<file path="src/rtl/adc_seq_pkg.sv">
// Shared types for the ADC sequencer: FSM state encoding and conversion counter width.
package adc_seq_pkg;
  typedef enum logic [2:0] {IDLE, INIT, SAMP, COMP, UPDATE, DONE} state_t;
  localparam int CONV_CNT_W = 16;
endpackage

</file>
<file path="src/rtl/adc_seq_outbuf.sv">
// Single-entry valid/ready result register with sticky overrun flag.
module adc_seq_outbuf #(
  parameter int Madc = 17
) (
  input  logic            clk,
  input  logic            rst,
  input  logic            i_wr,
  input  logic [Madc-1:0] i_data,
  input  logic            i_ready,
  input  logic            i_ovr_clr,
  output logic            o_valid,
  output logic [Madc-1:0] o_data,
  output logic            o_overrun
);
  logic            r_valid;
  logic [Madc-1:0] r_data;
  logic            r_overrun;
  logic            w_load;
  logic            w_drop;

  // A new word lands when the slot is empty or is being drained this same cycle.
  assign w_load = i_wr & (~r_valid | i_ready);
  assign w_drop = i_wr & r_valid & ~i_ready;

  always_ff @(posedge clk) begin
    if (rst) begin
      r_valid   <= 1'b0;
      r_data    <= '0;
      r_overrun <= 1'b0;
    end else begin
      if (w_load)
        r_valid <= 1'b1;
      else if (r_valid & i_ready)
        r_valid <= 1'b0;
      if (w_load)
        r_data <= i_data;
      if (w_drop)
        r_overrun <= 1'b1;
      else if (i_ovr_clr)
        r_overrun <= 1'b0;
    end
  end

  assign o_valid   = r_valid;
  assign o_data    = r_data;
  assign o_overrun = r_overrun;
endmodule

</file>
<file path="src/rtl/adc_sequencer.sv">
// SAR ADC phase sequencer and decision assembler.
// Optional conv_cnt output enabled by defining ADC_SEQ_CONV_CNT_EN.
module adc_sequencer
  import adc_seq_pkg::*;
#(
  parameter int Madc   = 17,
  parameter int SAMP_W = 4
) (
  input  logic              clk,
  input  logic              rst,
  input  logic              start,
  input  logic              cont,
  input  logic [SAMP_W-1:0] samp_len,
  input  logic              comp_out,
  input  logic              res_ready,
  input  logic              ovr_clr,
  output logic              seq_init,
  output logic              seq_samp,
  output logic              seq_comp,
  output logic              seq_update,
  output logic              busy,
  output logic [Madc-1:0]   res_data,
  output logic              res_valid,
`ifdef ADC_SEQ_CONV_CNT_EN
  output logic [CONV_CNT_W-1:0] conv_cnt,
`endif
  output logic              overrun
);
  localparam int BC_W = $clog2(Madc);

  state_t            r_state;
  state_t            w_state_nxt;
  logic [BC_W-1:0]   r_bit_cnt;
  logic [SAMP_W-1:0] r_samp_len;
  logic [SAMP_W-1:0] r_samp_cnt;
  logic [Madc-2:0]   r_shift;
  logic              r_seq_init;
  logic              r_seq_samp;
  logic              r_seq_comp;
  logic              r_seq_update;
  logic              w_more_bits;
  logic              w_samp_end;
  logic              w_xfer;
  logic [Madc-1:0]   w_word;

  assign w_more_bits = (r_bit_cnt < BC_W'(Madc - 1));
  assign w_samp_end  = (r_samp_cnt == (r_samp_len - SAMP_W'(1)));
  assign w_xfer      = (r_state == DONE);
  // DONE cycle folds in the final decision directly; it never reaches r_shift.
  assign w_word      = {r_shift, comp_out};

  always_ff @(posedge clk) begin
    if (rst)
      r_state <= IDLE;
    else
      r_state <= w_state_nxt;
  end

  always_comb begin
    w_state_nxt = r_state;
    case (r_state)
      IDLE:    if (start | cont) w_state_nxt = INIT;
      INIT:    w_state_nxt = SAMP;
      SAMP:    if (w_samp_end) w_state_nxt = COMP;
      COMP:    w_state_nxt = w_more_bits ? UPDATE : DONE;
      UPDATE:  w_state_nxt = COMP;
      DONE:    w_state_nxt = IDLE;
      default: w_state_nxt = IDLE;
    endcase
  end

  // Phase outputs are registered from the next state so they align with r_state.
  always_ff @(posedge clk) begin
    if (rst) begin
      r_seq_init   <= 1'b0;
      r_seq_samp   <= 1'b0;
      r_seq_comp   <= 1'b0;
      r_seq_update <= 1'b0;
    end else begin
      r_seq_init   <= (w_state_nxt == INIT);
      r_seq_samp   <= (w_state_nxt == SAMP);
      r_seq_comp   <= (w_state_nxt == COMP);
      r_seq_update <= (w_state_nxt == UPDATE);
    end
  end

  always_ff @(posedge clk) begin
    if (rst) begin
      r_samp_len <= SAMP_W'(1);
      r_samp_cnt <= '0;
      r_bit_cnt  <= '0;
    end else begin
      if ((r_state == IDLE) && (w_state_nxt == INIT))
        r_samp_len <= (samp_len == '0) ? SAMP_W'(1) : samp_len;
      if (r_state == INIT)
        r_samp_cnt <= '0;
      else if (r_state == SAMP)
        r_samp_cnt <= r_samp_cnt + SAMP_W'(1);
      if (r_state == INIT)
        r_bit_cnt <= '0;
      else if (r_state == UPDATE)
        r_bit_cnt <= r_bit_cnt + BC_W'(1);
    end
  end

  // UPDATE is the cycle after a COMP, so comp_out holds that comparison's decision.
  always_ff @(posedge clk) begin
    if (r_state == INIT)
      r_shift <= '0;
    else if (r_state == UPDATE)
      r_shift <= {r_shift[Madc-3:0], comp_out};
  end

`ifdef ADC_SEQ_CONV_CNT_EN
  logic [CONV_CNT_W-1:0] r_conv_cnt;

  always_ff @(posedge clk) begin
    if (rst)
      r_conv_cnt <= '0;
    else if (w_xfer)
      r_conv_cnt <= r_conv_cnt + CONV_CNT_W'(1);
  end

  assign conv_cnt = r_conv_cnt;
`endif

  adc_seq_outbuf #(.Madc(Madc)) u_outbuf (
    .clk       (clk),
    .rst       (rst),
    .i_wr      (w_xfer),
    .i_data    (w_word),
    .i_ready   (res_ready),
    .i_ovr_clr (ovr_clr),
    .o_valid   (res_valid),
    .o_data    (res_data),
    .o_overrun (overrun)
  );

  assign seq_init   = r_seq_init;
  assign seq_samp   = r_seq_samp;
  assign seq_comp   = r_seq_comp;
  assign seq_update = r_seq_update;
  assign busy       = (r_state != IDLE);
endmodule

</file>
<file path="config.mk">
export PLATFORM = sky130hd
export DESIGN_NAME = adc_sequencer
export DESIGN_NICKNAME = d
export VERILOG_FILES = /design/src/rtl/adc_seq_pkg.sv /design/src/rtl/adc_seq_outbuf.sv /design/src/rtl/adc_sequencer.sv
export SDC_FILE = /design/constraint.sdc
export NUM_CORES = 1
export LEC_CHECK = 0
export ABC_AREA = 1
export CORE_ASPECT_RATIO = 0.8
export CORE_UTILIZATION = 49
export CTS_BUF_LIST = sky130_fd_sc_hd__clkbuf_2
export DETAILED_ROUTE_END_ITERATION = 10
export MAX_ROUTING_LAYER = met4
export PLACE_DENSITY = 0.77
export RECOVER_POWER = 25
export SYNTH_ARGS = -nofsm -noshare
export SYNTH_HDL_FRONTEND = slang
export SYNTH_SLANG_ARGS = --single-unit
</file>
<file path="constraint.sdc">
create_clock -name clk -period 1.4 [get_ports clk]
set_clock_uncertainty 0.15 [all_clocks]
set_input_delay 0.28 -clock clk [delete_from_list [all_inputs] [get_ports clk]]
set_output_delay 0.28 -clock clk [all_outputs]
set_load 0.03 [all_outputs]
</file>
# Yosys cells after proc, flatten, opt, wreduce, memory -nomap -nowiden
# Index checks and enable logic that the tools add are counted.
[totals] regBits=55 out_inout_bits=24 wordCells=50
[classes] addsub=3 order_cmp=1 n_eq_ne=10 muxes=9 bitwise_logic=8 reduce_logical=7
[ops] op="case mux 3 bit (5 select lines)" count=1
[ops] op="equality test 3 x 2 -> 1 bit, second input constant" count=4
[ops] op="equality test 3 bit, second input constant" count=3
[ops] op="equality test 3 x 1 -> 1 bit, second input constant" count=2
[ops] op="two-way mux 3 bit" count=2
[ops] op="adder 5 x 1 -> 5 bit, second input constant" count=1
[ops] op="less-than comparator 5 bit, second input constant" count=1
[ops] op="two-way mux 1 bit" count=5
[ops] op="adder 4 x 1 -> 4 bit, second input constant" count=1
[ops] op="AND 1 bit" count=4
[ops] op="equality test 4 bit" count=1
[ops] op="logical NOT 4 bit" count=1
[ops] op="two-way mux 4 bit" count=1
[ops] op="nonzero test 2 bit" count=2
[ops] op="subtractor 4 x 1 -> 4 bit, second input constant" count=1
[ops] op="logical NOT 3 bit" count=1
[ops] op="nonzero test 3 bit" count=1
[ops] op="NOT 1 bit" count=2
[ops] op="bitwise OR 1 bit" count=2
[ops] op="OR reduction 2 bit" count=1
[ops] op="logical AND 1 bit" count=1

# Depth between registers and ports, before layout
# Gate-level depths: netlist (run 1).
[depth] depth_word=6 depth_mapped=10

# By module
# Synthesis (run 1) repeated with hierarchy kept, for this count alone.
[hier_totals] hier_cells=325 area_unflattened_um2=2409.8
[by_module_without_submodules] mod="adc_sequencer" n_inst=1 cells_each=204 area_per_inst_um2=1483.9 seq_area_each_um2=720.7
[by_module_without_submodules] mod="adc_seq_outbuf" n_inst=1 cells_each=121 area_per_inst_um2=925.9 seq_area_each_um2=380.4

# Least setup slack after synthesis (run 1)
# Ideal clock, no wire load.
[synth_path] path_kind="flip-flop to flip-flop" from="register u_outbuf.r_valid, in the netlist u_outbuf.o_valid" to="register u_outbuf.r_data[0], in the netlist u_outbuf.o_data[0]" setup_ns=0.116 arrival_time_ns=1.144 required_ns=1.134 slack_ns=-0.010 path_stages_with_launch=7 path_buffers=1 period_less_slack_ns=1.410 path_cell_list="dfxtp_1 inv_1 nor2_1 nor2_4 buf_6 o21ai_0 nor2_1"
[synth_between] elab_chain_cells=3
[synth_lines] element="from (decl)" line="adc_seq_outbuf.sv:15" text="logic r_valid;"
[synth_lines] element="from (signal assigned)" line="adc_seq_outbuf.sv:27" text="r_valid <= 1'b0;"
[synth_lines] element="from (signal assigned)" line="adc_seq_outbuf.sv:32" text="r_valid <= 1'b1;"
[synth_lines] element="from (signal assigned)" line="adc_seq_outbuf.sv:34" text="r_valid <= 1'b0;"
[synth_lines] element="NOT 1 bit" line="adc_seq_outbuf.sv:22" text="assign w_load = i_wr & (~r_valid | i_ready);"
[synth_lines] element="bitwise OR 1 bit" line="adc_seq_outbuf.sv:22"
[synth_lines] element="AND 1 bit" line="adc_seq_outbuf.sv:22"
[synth_lines] element="to (signal assigned)" line="adc_seq_outbuf.sv:36" text="r_data <= i_data;"
[synth_lines] element="to (decl)" line="adc_seq_outbuf.sv:16" text="logic [Madc-1:0] r_data;"
# No other way between the ends.
# A chain may end at the register's enable or synchronous reset.

# Worst setup path after layout (run 1)
[layout_path] from="register r_state[0]" to="register r_shift[5]"
[layout_between] elab_chain_cells=1 elab_cells_between_ends=2 classes_between="eq/ne: 2"
[layout_lines] element="from (decl)" line="adc_sequencer.sv:31" text="state_t r_state;"
[layout_lines] element="from (signal assigned)" line="adc_sequencer.sv:56" text="r_state <= w_state_nxt;"
[layout_lines] element="equality test 3 bit / equality test 3 x 1 -> 1 bit (equally long branches)" line="adc_sequencer.sv:110, adc_sequencer.sv:108"
[layout_lines] element="to (signal assigned)" line="adc_sequencer.sv:111" text="r_shift <= {r_shift[Madc-3:0], comp_out};"
[layout_lines] element="to (decl)" line="adc_sequencer.sv:36" text="logic [Madc-2:0] r_shift;"
# Parallel ways exist; a longest one is shown, timed or not.

==> results of run 1 <==
## tightest hold or removal path: cells and delay by family
| kind | cells | cell delay, ns |
|---|---|---|
| and+or+nand+nor | 1 | 0.10 |
| buffers and inverters | 1 | 0.42 |
| AOI/OAI and AO/OA | 1 | 0.07 |
## cell families (layout without fill, tap and decap cells)
group | Yosys count | in the layout | share of synthesized area, %
AND/OR/NAND/NOR | 137 | 137 | 26.5
XOR/XNOR | 1 | 1 | 0.405
flip-flops | 55 | 55 | 50.9
buffers and inverters | 37 | 98 | 7.80
adder cells (fa/ha/maj) | 3 | 3 | 1.73
AO/OA/AOI/OAI | 54 | 54 | 12.7
## sequential cells by signal, indices dropped and copies added, names as in the netlist
name / cells
u_outbuf.o_overrun: 1
seq_samp: 1
r_samp_cnt: 4
u_outbuf.o_valid: 1
r_bit_cnt: 5
r_shift: 16
r_samp_len: 4
seq_init: 1
u_outbuf.o_data: 17
seq_comp: 1
r_state: 3
seq_update: 1
## timing repair
action                                  in CTS  in global routing
gates cloned                                 0                  2
gates resized for setup                     54                 59
endpoints found under the setup margin      30                 74
hold buffers                                 0                  0
setup buffers                                6                  6
pin swaps                                    6                 18
## cells in the final DEF (no fill, tap or decap), types with 3 or more instances in the layout
master,count
nor2_1,62
nand2_1,31
o21ai_0,30
buf_6,29
dfxtp_1,27
dfxtp_2,27
buf_4,20
inv_1,19
nor2_4,11
a21oi_1,11
nor2_2,10
clkdlybuf4s50_1,10
inv_2,8
o21ai_1,8
nand2_2,7
nand3_1,7
clkbuf_2,5
a21oi_2,3
## stage by stage
stage | area (um2) | worst slack (ns) | setup TNS, ns | hold slack (ns) | instances
floorplan | 2170 | 0.0101 | 0 | 0.192 | 287
global placement | 2610 | -0.227 | -4.87 | 0.303 | 386
detailed placement | 2610 | -0.294 | -5.54 | 0.311 | 386
CTS | 2800 | -0.214 | -1.73 | 0.270 | 398
global route | 3060 | -0.303 | -11.84 | 0.263 | 405
finish | 3060 | -0.240 | -7.98 | 0.274 | 405
## power by group through the flow
stage | sequential, W | clock (W) | combinational, W
3_5_place_dp | 0.00178 | 0 | 0.000550
4_1_cts | 0.00176 | 0.000578 | 0.000631
6_report | 0.00178 | 0.000573 | 0.000759
2_1_floorplan | 0.00180 | 0 | 0.000307
5_1_grt | 0.00180 | 0.000652 | 0.000823
3_3_place_gp | 0.00178 | 0 | 0.000536
## worst paths after layout
check,startpoint,to,slack [ns],cells after the start
setup / recovery,r_state[0],r_shift[5],-0.24,9
hold / removal,samp_len[0],r_samp_len[0],0.27,3
setup reg to reg,r_state[0],r_shift[5],-0.24,9
hold reg to reg,r_bit_cnt[4],r_bit_cnt[4],0.34,2
## area by class of cell
cell class                      count  area share [%]
Sequential cell                    55            37.2
Clock inverter                      1           0.245
Multi-Input combinational cell    195            33.9
Clock buffer                        5           0.817
Inverter                           29            3.80
Timing Repair Buffer               63            21.8
Tap cell                           57            2.33
## routing by layer
| layer | wire (um) | global-route usage (%) |
|---|---|---|
| met5 | 0 | - |
| met4 | 39 | 7.42 |
| met3 | 298 | 5.04 |
| met2 | 2480 | 36.2 |
| met1 | 2490 | 29.2 |
==> results.cfg, run 1 <==
[run_status]
status = finished, violations left
failed_checks = setup timing

[grt]
grt_pass1_wl_um = 8080
grtUsageTotal_pct = 22.7
grt_pass1_vias = 1767
grt_max_degree = 19
grt-ovfl-total = 0
antenna_found_initial = 0

[timing]
layout_setup_ws_ns = -0.240
setup_violations = 51
finalMaxSlewViolations = 0
max_freq_mhz = 610
tightest_slew_ns = 0.273
finalHoldViolations = 0
period_share_pct = 117
slew_headroom_pct = 81.7
min_period_ns = 1.64
rsz0062_at_grt = yes

[logic_synthesis]
synth_top_cell_by_area = dfxtp_1
yosysMostFrequentCell = nor2_1
yosysTopAreaCellShare_pct = 50.9
synth.top_cells.by_count = nor2_1 (77), dfxtp_1 (55), nand2_1 (37)
yosysSeqAreaShare_pct = 50.9
ys_seq_elements = 55
synth-edff-count = 0
syn-instance-count = 287
post_synth_instance_area_um2 = 2160
ys.flop_type = dfxtp_1
syn_area_per_cell_um2 = 7.54
synth_warnings = 0
ys_types = 26
synth_area_leaders = dfxtp_1 (51%), nor2_1 (13%), o21ai_0 (7.9%)
async_reset_ff_share_pct = 0
synth_nets = 301

[cells_and_area]
utilization_pct = 72.9
syn2layout_area_growth_pct = 41.6
nets = 363
layout-drive-gt1-share_pct = 38.2
n_fill_cell = 325
multi_input_area_um2 = 1040
antenna_cells = 0
seq_area_um2 = 1140

[pwr]
p_per_area_nw_per_um2 = 1020
pwr-share-seq_pct = 57.2
internal_power_w = 0.00213
ir_drop_uv = 671
p_comb_share_pct = 24.4
power_switching_w = 0.000978
pwr-share-clk_pct = 18.4
power.leakage_nw = 1.40
sw_frac_of_total_pct = 31.4
total_power_w = 0.00311

[routing]
drc = 0
routed_wirelength_um = 5300
drt_iter0_markers = 169
ant_nets = 0
vias = 2039
wire_per_inst_um = 13.1
drtPass1Iterations = 4
vias_per_cell = 5.03

[flow_run]
drv_cap = 0

[critical_path]
worstSetupPathType = reg -> reg
crit_buf_inv = 5
cp_top_family = buffers and inverters
arrival_ns = 1.83
worstPathCellList = inv_2 -> nand2_2 -> buf_4 -> buf_6 -> nor2_4 -> inv_4 -> clkbuf_16 -> nor2_2 -> nor2_1
crit_required_ns = 1.59
endpoint_kind = flop
critical_path.max_stage_delay_ns = 0.38
crit_path_max_fanout = 7
slowest_stage = dfxtp_2
startpoint_type = flop

[die]
die_x_um = 76.3
design.die.area_um2 = 4690
dieHeight_um = 61.4
io_pins = 35
rows = 21
initial_core_util_pct = 51.5
core_area_um2 = 4200

[cts]
cts-root-buf = clkbuf_2
clk_path_buf_depth = 2
cts_tree = yes
numCtsBuffers = 5
clk_pin_slew_ns = 0.26
worstSkewPairLatency_ns = 0.43
cts_htree_levels = 2
cts.sinks = 55

[placed_design]
routabilityCongestion = 0.836
port_buffers = 34
dpl.hpwl_um = 3140

[min_path]
hold_class = in -> reg
(Power assumes the default switching activity.)
==> inputs of run 2 (changes only) <==
CORE_UTILIZATION = 50   (was 49)
CTS_CLUSTER_DIAMETER = 200   (was unset)
PLACE_DENSITY = 0.75   (was 0.77)
clock period = 2.1 ns   (was 1.4 ns; I/O delays follow)
==> run 2 against run 1 <==
  * The run now ends clean
  * Routed wire length is 18% lower
  * Die area is 1.9% lower
  * Utilization is 10 points lower
  * Global-route usage is 1.0 points lower
  * Critical endpoint is now busy
  * Via count is 8.9% lower
  * Cell count is 5.4% lower
  * Critical path depth is 4 lower
  * Largest power group unchanged
  * Flip-flop and latch count stayed put
  * Sequential share of layout area is 4.9 points higher
  * Final area is 14% lower
  * Worst setup slack better by 0.49 ns
==> results.cfg, run 2 (synthesis results as in run 1) <==
[timing]
max_freq_mhz = 540
min_period_ns = 1.85
whs_ns = 0.334
finalMaxSlewViolations = 0
rsz0062_at_grt = no
tns_ns = 0
period_share_pct = 88.1
setup_violations = 0
slew_headroom_pct = 63.4
tightest_slew_ns = 0.548
finalHoldViolations = 0

[cells_and_area]
antenna_cells = 0
layout_commonest_cell = nor2_1
layout-drive-gt1-share_pct = 7.06
largest_reg_flops = 17
nets = 339
syn2layout_area_growth_pct = 21.4
seq_area_um2 = 1100
multi_input_area_um2 = 885
final_cell_mix = nor2_1 (78), dfxtp_1 (54), nand2_1 (38)
n_fill_cell = 386

[critical_path]
reg2reg_depth = 6
r2r_start = r_state[2]
slowest_stage = dfxtp_1
crit_buf_inv = 3
worstPathCellList = inv_2 -> nand2_1 -> inv_1 -> nand2_1 -> buf_2
worstSetupPathType = reg -> out
endpoint_kind = primary output
cpMostUsedCell = nand2_1
reg2reg_to = seq_comp
crit_required_ns = 1.53
startpoint_type = flop
cp_top_family = flip-flops
crit_path_max_fanout = 3
arrival_ns = 1.28
r2r_slack_ns = 0.39
critical_path.max_stage_delay_ns = 0.40

[die]
dieHeight_um = 60.9
die_x_um = 75.6
design.die.area_um2 = 4600
io_pins = 35
initial_core_util_pct = 51.8
rows = 21
core_area_um2 = 4180

[min_path]
hold_class = reg -> reg
min_from = r_bit_cnt[4]
holdPathStages = 2
hold_end = r_bit_cnt[4]

[routing]
routed_wirelength_um = 4340
wire_per_inst_um = 11.3
drtPass1Iterations = 5
drt_iter0_markers = 67
vias = 1858
drc = 0
vias_per_cell = 4.85
ant_nets = 0

[cts]
cts_tree = yes
cts_setup_buffers = 0
clk_path_buf_depth = 2
cts_htree_levels = 2
cts-root-buf = clkbuf_2
worstSkewPairLatency_ns = 0.43
numCtsBuffers = 5
clk_pin_slew_ns = 0.26
cts.sinks = 55

[placed_design]
port_buffers = 34
dpl.hpwl_um = 3040
routabilityCongestion = 0.854

[grt]
grt_pass1_wl_um = 7240
antenna_found_initial = 0
grt-ovfl-total = 0
grtUsageTotal_pct = 21.7
grt_pass1_vias = 1632
grt_max_degree = 20

[run_status]
status = finished clean

[flow_run]
drv_cap = 0

[pwr]
p_per_area_nw_per_um2 = 720
ir_drop_uv = 510
power.leakage_nw = 1.56
[run 2: cell types whose count changed in the layout (fill, tap and decap cells not counted), moves of 8 or more]
cell	change
buf_6	-29
dfxtp_1	+27
dfxtp_2	-27
dlymetal6s2s_1	+19
nor2_1	+16
buf_4	-15
nor2_4	-9
inv_1	+8
[run 2: cell type report]
| class | count | area share [%] |
|---|---|---|
| well taps | 57 | 2.71 |
| multi-input cells | 195 | 33.7 |
| flip-flops and latches | 55 | 42.0 |
| inverters | 29 | 4.24 |
| repair buffers | 39 | 15.8 |
| clock buffers | 7 | 1.33 |
| clock inverters | 1 | 0.190 |
[run 2: report_power, final]
part	internal [W]	leakage (nW)	switching, W
sequential	0.00112	0.447	0.0000510
clock	0.0000908	0.0330	0.000310
combinational	0.000119	1.08	0.000199
total	0.00133	1.56	0.000560
[run 2: how the worst max path moves through the flow]
stage,startpoint,end,slack [ns],depth (start not counted)
3_5_place_dp,r_state[1],busy,0.17,5
6_report,r_state[0],busy,0.25,5
5_1_grt,r_state[0],busy,0.09,5
2_1_floorplan,u_outbuf.o_valid,u_outbuf.o_data[0],0.69,6
4_1_cts,u_outbuf.o_data[9],res_data[9],0.007,1
3_3_place_gp,r_state[1],busy,0.20,5
[run 2: repair_timing]
action,in CTS,in global routing
hold buffers,0,0
endpoints found under the setup margin,5,20
gates resized for setup,8,23
pin swaps,0,0
[run 2: worst reg2reg max path, delay by kind of cell, from the launching register on]
family | cells | cell delay (ns)
compound gates | 1 | 0.12
buf+inv | 2 | 0.44
simple gates | 3 | 0.54
flops | 1 | 0.42
[run 2: per-stage QoR]
| stage | std cells | total power, W | worst slack, ns | instance area [um2] | utilization, % |
|---|---|---|---|---|---|
| floorplan | 287 | 0.00141 | 0.690 | 2160 | - |
| CTS | 383 | 0.00192 | 0.00708 | 2590 | 62.1 |
| finish | 383 | 0.00189 | 0.250 | 2630 | 62.9 |
| global placement | 375 | 0.00151 | 0.197 | 2560 | 61.2 |
| detailed placement | 375 | 0.00152 | 0.168 | 2560 | 61.2 |
| global route | 383 | 0.00202 | 0.0888 | 2630 | 62.9 |
[run 2: metal layers]
| layer | track usage, % | share of wire [%] | up-vias |
|---|---|---|---|
| met5 | - | 0 | - |
| met2 | 31.6 | 43 | 45 |
| li1 | - | - | 983 |
| met3 | 7.48 | 5.3 | 4 |
| met4 | 3.97 | 0.53 | 0 |
| met1 | 29.4 | 51 | 826 |
==> inputs of run 3 (changes only) <==
clock period = 2.2 ns   (was 2.1 ns; I/O delays follow)
==> run 3 against run 2 <==
  * Clock power rose by 1%
  * Via count fell by 0.91%
  * Worst setup slack got worse by 0.15 ns
  * Combinational power fell by 5%
  * Cell count fell by 0.26%
==> results.cfg, run 3 (synthesis results as in run 1) <==
[cells_and_area]
largest_reg_flops = 17
multi_input_area_um2 = 885
nets = 338
seq_area_um2 = 1100
n_fill_cell = 387
layout_commonest_cell = nor2_1
layout-drive-gt1-share_pct = 5.85
syn2layout_area_growth_pct = 20.8
final_cells = 382
final_cell_mix = nor2_1 (78), dfxtp_1 (54), nand2_1 (38)
antenna_cells = 0

[routing]
vias = 1841
drt_iter0_markers = 79
ant_nets = 0
drtPass1Iterations = 4
vias_per_cell = 4.82
wire_per_inst_um = 10.9
drc = 0
routed_wirelength_um = 4180

[placed_design]
routabilityCongestion = 0.829
dpl.cell_count = 374
port_buffers = 34
dpl.hpwl_um = 2890

[die]
core_area_um2 = 4180
io_pins = 35
initial_core_util_pct = 51.8
design.die.area_um2 = 4600
rows = 21
dieHeight_um = 60.9
die_x_um = 75.6

[timing]
tightest_slew_ns = 0.591
rsz0062_at_grt = no
period_share_pct = 95.4
finalHoldViolations = 0
setup_violations = 0
finalMaxSlewViolations = 0
max_freq_mhz = 477
min_period_ns = 2.10
tns_ns = 0
whs_ns = 0.335
slew_headroom_pct = 60.6

[critical_path]
slowest_stage = clkdlybuf4s50_1
endpoint_kind = primary output
startpoint_type = flop
worstPathCellList = clkdlybuf4s50_1
cp_top_family = buffers and inverters
worstSetupPathType = reg -> out
crit_path_max_fanout = 2
critical_path.max_stage_delay_ns = 0.66
crit_buf_inv = 1
crit_required_ns = 1.61
arrival_ns = 1.51

[cts]
cts_htree_levels = 2
cts_tree = yes
worstSkewPairLatency_ns = 0.45
clk_pin_slew_ns = 0.29
ctsHoldBuffers = 0
cts-root-buf = clkbuf_2
clk_path_buf_depth = 2
cts.sinks = 55
numCtsBuffers = 5

[grt]
antenna_found_initial = 0
grt_max_degree = 20
grt_pass1_vias = 1507
grt-ovfl-total = 0
grt_pass1_wl_um = 6730
grtUsageTotal_pct = 20.5

[min_path]
hold_class = reg -> reg

[pwr]
total_power_w = 0.00183
ir_drop_uv = 475
power.leakage_nw = 1.36
p_per_area_nw_per_um2 = 699

[run_status]
status = finished clean

[flow_run]
drv_cap = 0
-- run 3: changes by cell type in the layout (fill, tap and decap cells not counted), sizes merged --
cell | previous run | this run
clkinvlp | 0 | 1
dlygate4sd2 | 4 | 0
clkbuf | 7 | 8
clkinv | 1 | 2
buf | 6 | 2
clkdlybuf4s50 | 10 | 23
dlymetal6s2s | 19 | 10
-- run 3: per-layer routing --
metal	track usage, %	wire length [um]	vias up
met3	6.98	198	4
met5	-	0	-
met2	27.8	1720	38
li1	-	-	983
met4	5.56	44	0
met1	28.7	2220	816
-- run 3: power breakdown --
group	switching, W	leakage, nW	internal, W	total (W)
Combinational	0.000188	0.887	0.000114	0.000302
Sequential	0.0000467	0.446	0.00107	0.00112
Clock	0.000325	0.0292	0.0000827	0.000407
-- run 3: path summary, 6_finish.rpt --
kind,from,depth (start not counted),slack (ns),endpoint
setup / recovery,u_outbuf.o_data[16],1,0.10,res_data[16]
hold / removal,r_samp_len[3],2,0.34,r_samp_len[3]
setup reg to reg,r_state[0],7,0.29,seq_samp
hold reg to reg,r_samp_len[3],2,0.34,r_samp_len[3]
-- run 3: cell type report --
type	count	area share, %
inverter	29	4.26
timing repair buffer	38	15.1
sequential	55	42.2
clock buffer	5	0.957
clock inverter	3	0.957
tap	57	2.73
multi-input combinational	195	33.8
-- run 3: through the flow --
stage	cell area [um2]	utilization [%]	worst slack, ns
final	2620	62.6	0.102
after CTS	2610	62.5	0.00203
after global routing	2620	62.6	0.00270
after floorplan	2160	-	0.783
after global placement	2560	61.3	0.252
after detailed placement	2560	61.3	0.226
-- run 3: what timing repair did --
action | 4_1_cts | 5_1_grt
gates resized for setup | 2 | 12
setup buffers | 0 | 0
setup endpoints to repair | 1 | 11
==> RTL change: new RTL, settings of run 1 <==
The option `ADC_SEQ_CONV_CNT_EN` is turned on by a define.
--- a/src/rtl/adc_sequencer.sv
+++ b/src/rtl/adc_sequencer.sv
@@ -1,5 +1,7 @@
 // SAR ADC phase sequencer and decision assembler.
 // Optional conv_cnt output enabled by defining ADC_SEQ_CONV_CNT_EN.
+`define ADC_SEQ_CONV_CNT_EN
+
 module adc_sequencer
   import adc_seq_pkg::*;
 #(
Check against the original RTL (old outputs only; new: conv_cnt): equivalent (Yosys induction, for registers that start in step).
==> RTL change against run 1 <==
The flow still finishes with violations (setup timing). Count of clock-buffer cells in the layout rose by 6. Sequential share of layout area fell by 9.0 points. Sequential cell count rose by 16. Routed wire length rose to 2.7 times the old value. Area after synthesis rose by 35%. Total power rose by 51%. Design area rose by 73%. Final cell count rose by 51%. Setup slack got worse by 250 ps. Critical endpoint is now conv_cnt[11]. Highest routed layer unchanged.
==> RTL change: results <==
group,metric,value,unit
outcome,status,"finished, violations left",
outcome,violations,"setup timing",
routing,dr.first_iter.drc_count,382,
clock_tree,clkLatencyLatePin,570,ps
global_routing,grt_use_total,33.6,%
routing,routed_wirelength,14500,um
global_routing,grt_pass1_vias,3156,
synthesis,syn_area_per_cell,7.61,um^2
global_routing,grt_first_pass_wirelength,15300,um
placed_design,dp_slack,-237,ps
placed_design,dp_hpwl,5000,um
timing,max_slew_margin,70.7,%
routing,drt-wirelength-per-cell,23.7,um
clock_tree,clk_pin_slew_worst_paths,240,ps
global_routing,grt_max_degree,26,
synthesis,synth_cell_types,32,
critical_path,cp.arrival,2200,ps
cells_and_area,fillCellCount,160,
synthesis,ys_top_cells_by_area,"dfxtp_1 (49%), nor2_1 (13%), o21ai_0 (8.2%)",
routing,drt_pass1_iterations,6,
routing,via_per_inst,6.19,
critical_path,crit_fanout,4,
synthesis,synth-seq-area-share,48.5,%
placed_design,port_buffers,50,
synthesis,synthTopCellsByCount,"nor2_1 (99), dfxtp_1 (71), o21ai_0 (48)",
cells_and_area,drive_gt1_share,60.9,%
timing,setup_ws,-492,ps
timing,finalSetupViolations,107,
placed_design,gp_congestion,0.856,
placed_design,placed_cell_area,0.00370,mm^2
placed_design,place_inst,536,
clock_tree,cts_buffers,9,
synthesis,syn_nets,400,
==> RTL change: cell types whose count changed after synthesis, moves of 6 or more <==
cell | run 1 | this run
a21oi_1 | 14 | 21
dfxtp_1 | 55 | 71
inv_1 | 25 | 31
nand2_1 | 37 | 47
nor2_1 | 77 | 99
o21ai_0 | 34 | 48
==> RTL change: worst max-delay path, cell delays in order, from the launching register on <==
cell,delay (ps)
dfxtp_4,440
buf_6,130
nand3_4,130
buf_12,160
nor2_8,90
nand4_1,180
nor2_1,220
nor2_1,100
nor2_1,170
==> RTL change: layout make-up <==
cell class / count / share of cell area [%]
repair inverters: 2 / 0.378
well taps: 78 / 1.84
inverters: 35 / 3.17
clock buffers: 11 / 1.04
clock inverters: 5 / 1.37
repair buffers: 142 / 28.4
multi-input cells: 268 / 35.6
flip-flops and latches: 71 / 28.2
==> RTL change: through the flow <==
stage               utilization, %  hold slack [ps]  TNS (ps)
floorplan                        -              201     -38.4
CTS                           80.9              204     -7150
detailed placement            65.8              327     -6950
global route                  94.3              284    -21590
finish                        94.3              229    -20590
global placement              65.8              317     -6110
==> RTL change: kinds of logic (layout without fill, tap and decap cells) <==
family	Yosys count	count (layout)	share of synthesized area, %
simple gates	178	178	26.9
compound gates	77	77	13.8
fa+ha+maj	4	4	1.71
xor+xnor	9	9	2.69
buf+inv	46	195	6.32
flops	71	71	48.5
==> RTL change: worst paths after layout <==
check / startpoint / endpoint / slack (ps) / cells after the start
setup / recovery: r_state[0] / conv_cnt[11] / -490 / 8
hold / removal: samp_len[1] / r_samp_len[1] / 230 / 3
setup reg to reg: r_state[0] / conv_cnt[11] / -490 / 8
hold reg to reg: r_bit_cnt[4] / r_bit_cnt[4] / 400 / 2
==> RTL change: where the power goes <==
part	total (mW)	internal [mW]	switching, mW	leakage [nW]
clock	1.39	0.591	0.798	0.0810
sequential	2.31	2.13	0.174	0.598
combinational	1.01	0.445	0.560	1.61
total	4.70	3.17	1.53	2.29
==> RTL change: repair_timing <==
action / in CTS / in global routing
endpoints found under the hold margin: 0 / 0
cloned: 2 / 2
setup endpoints to repair: 81 / 106
pin swaps: 19 / 66
buffers inserted: 32 / 31
resized for setup: 159 / 179
==> RTL change: metal layers <==
| layer | part of all wire (%) | GRT usage (%) |
|---|---|---|
| met1 | 35 | 39.0 |
| met2 | 47 | 55.0 |
| met3 | 10 | 9.10 |
| met4 | 7.8 | 12.9 |
| met5 | 0 | - |
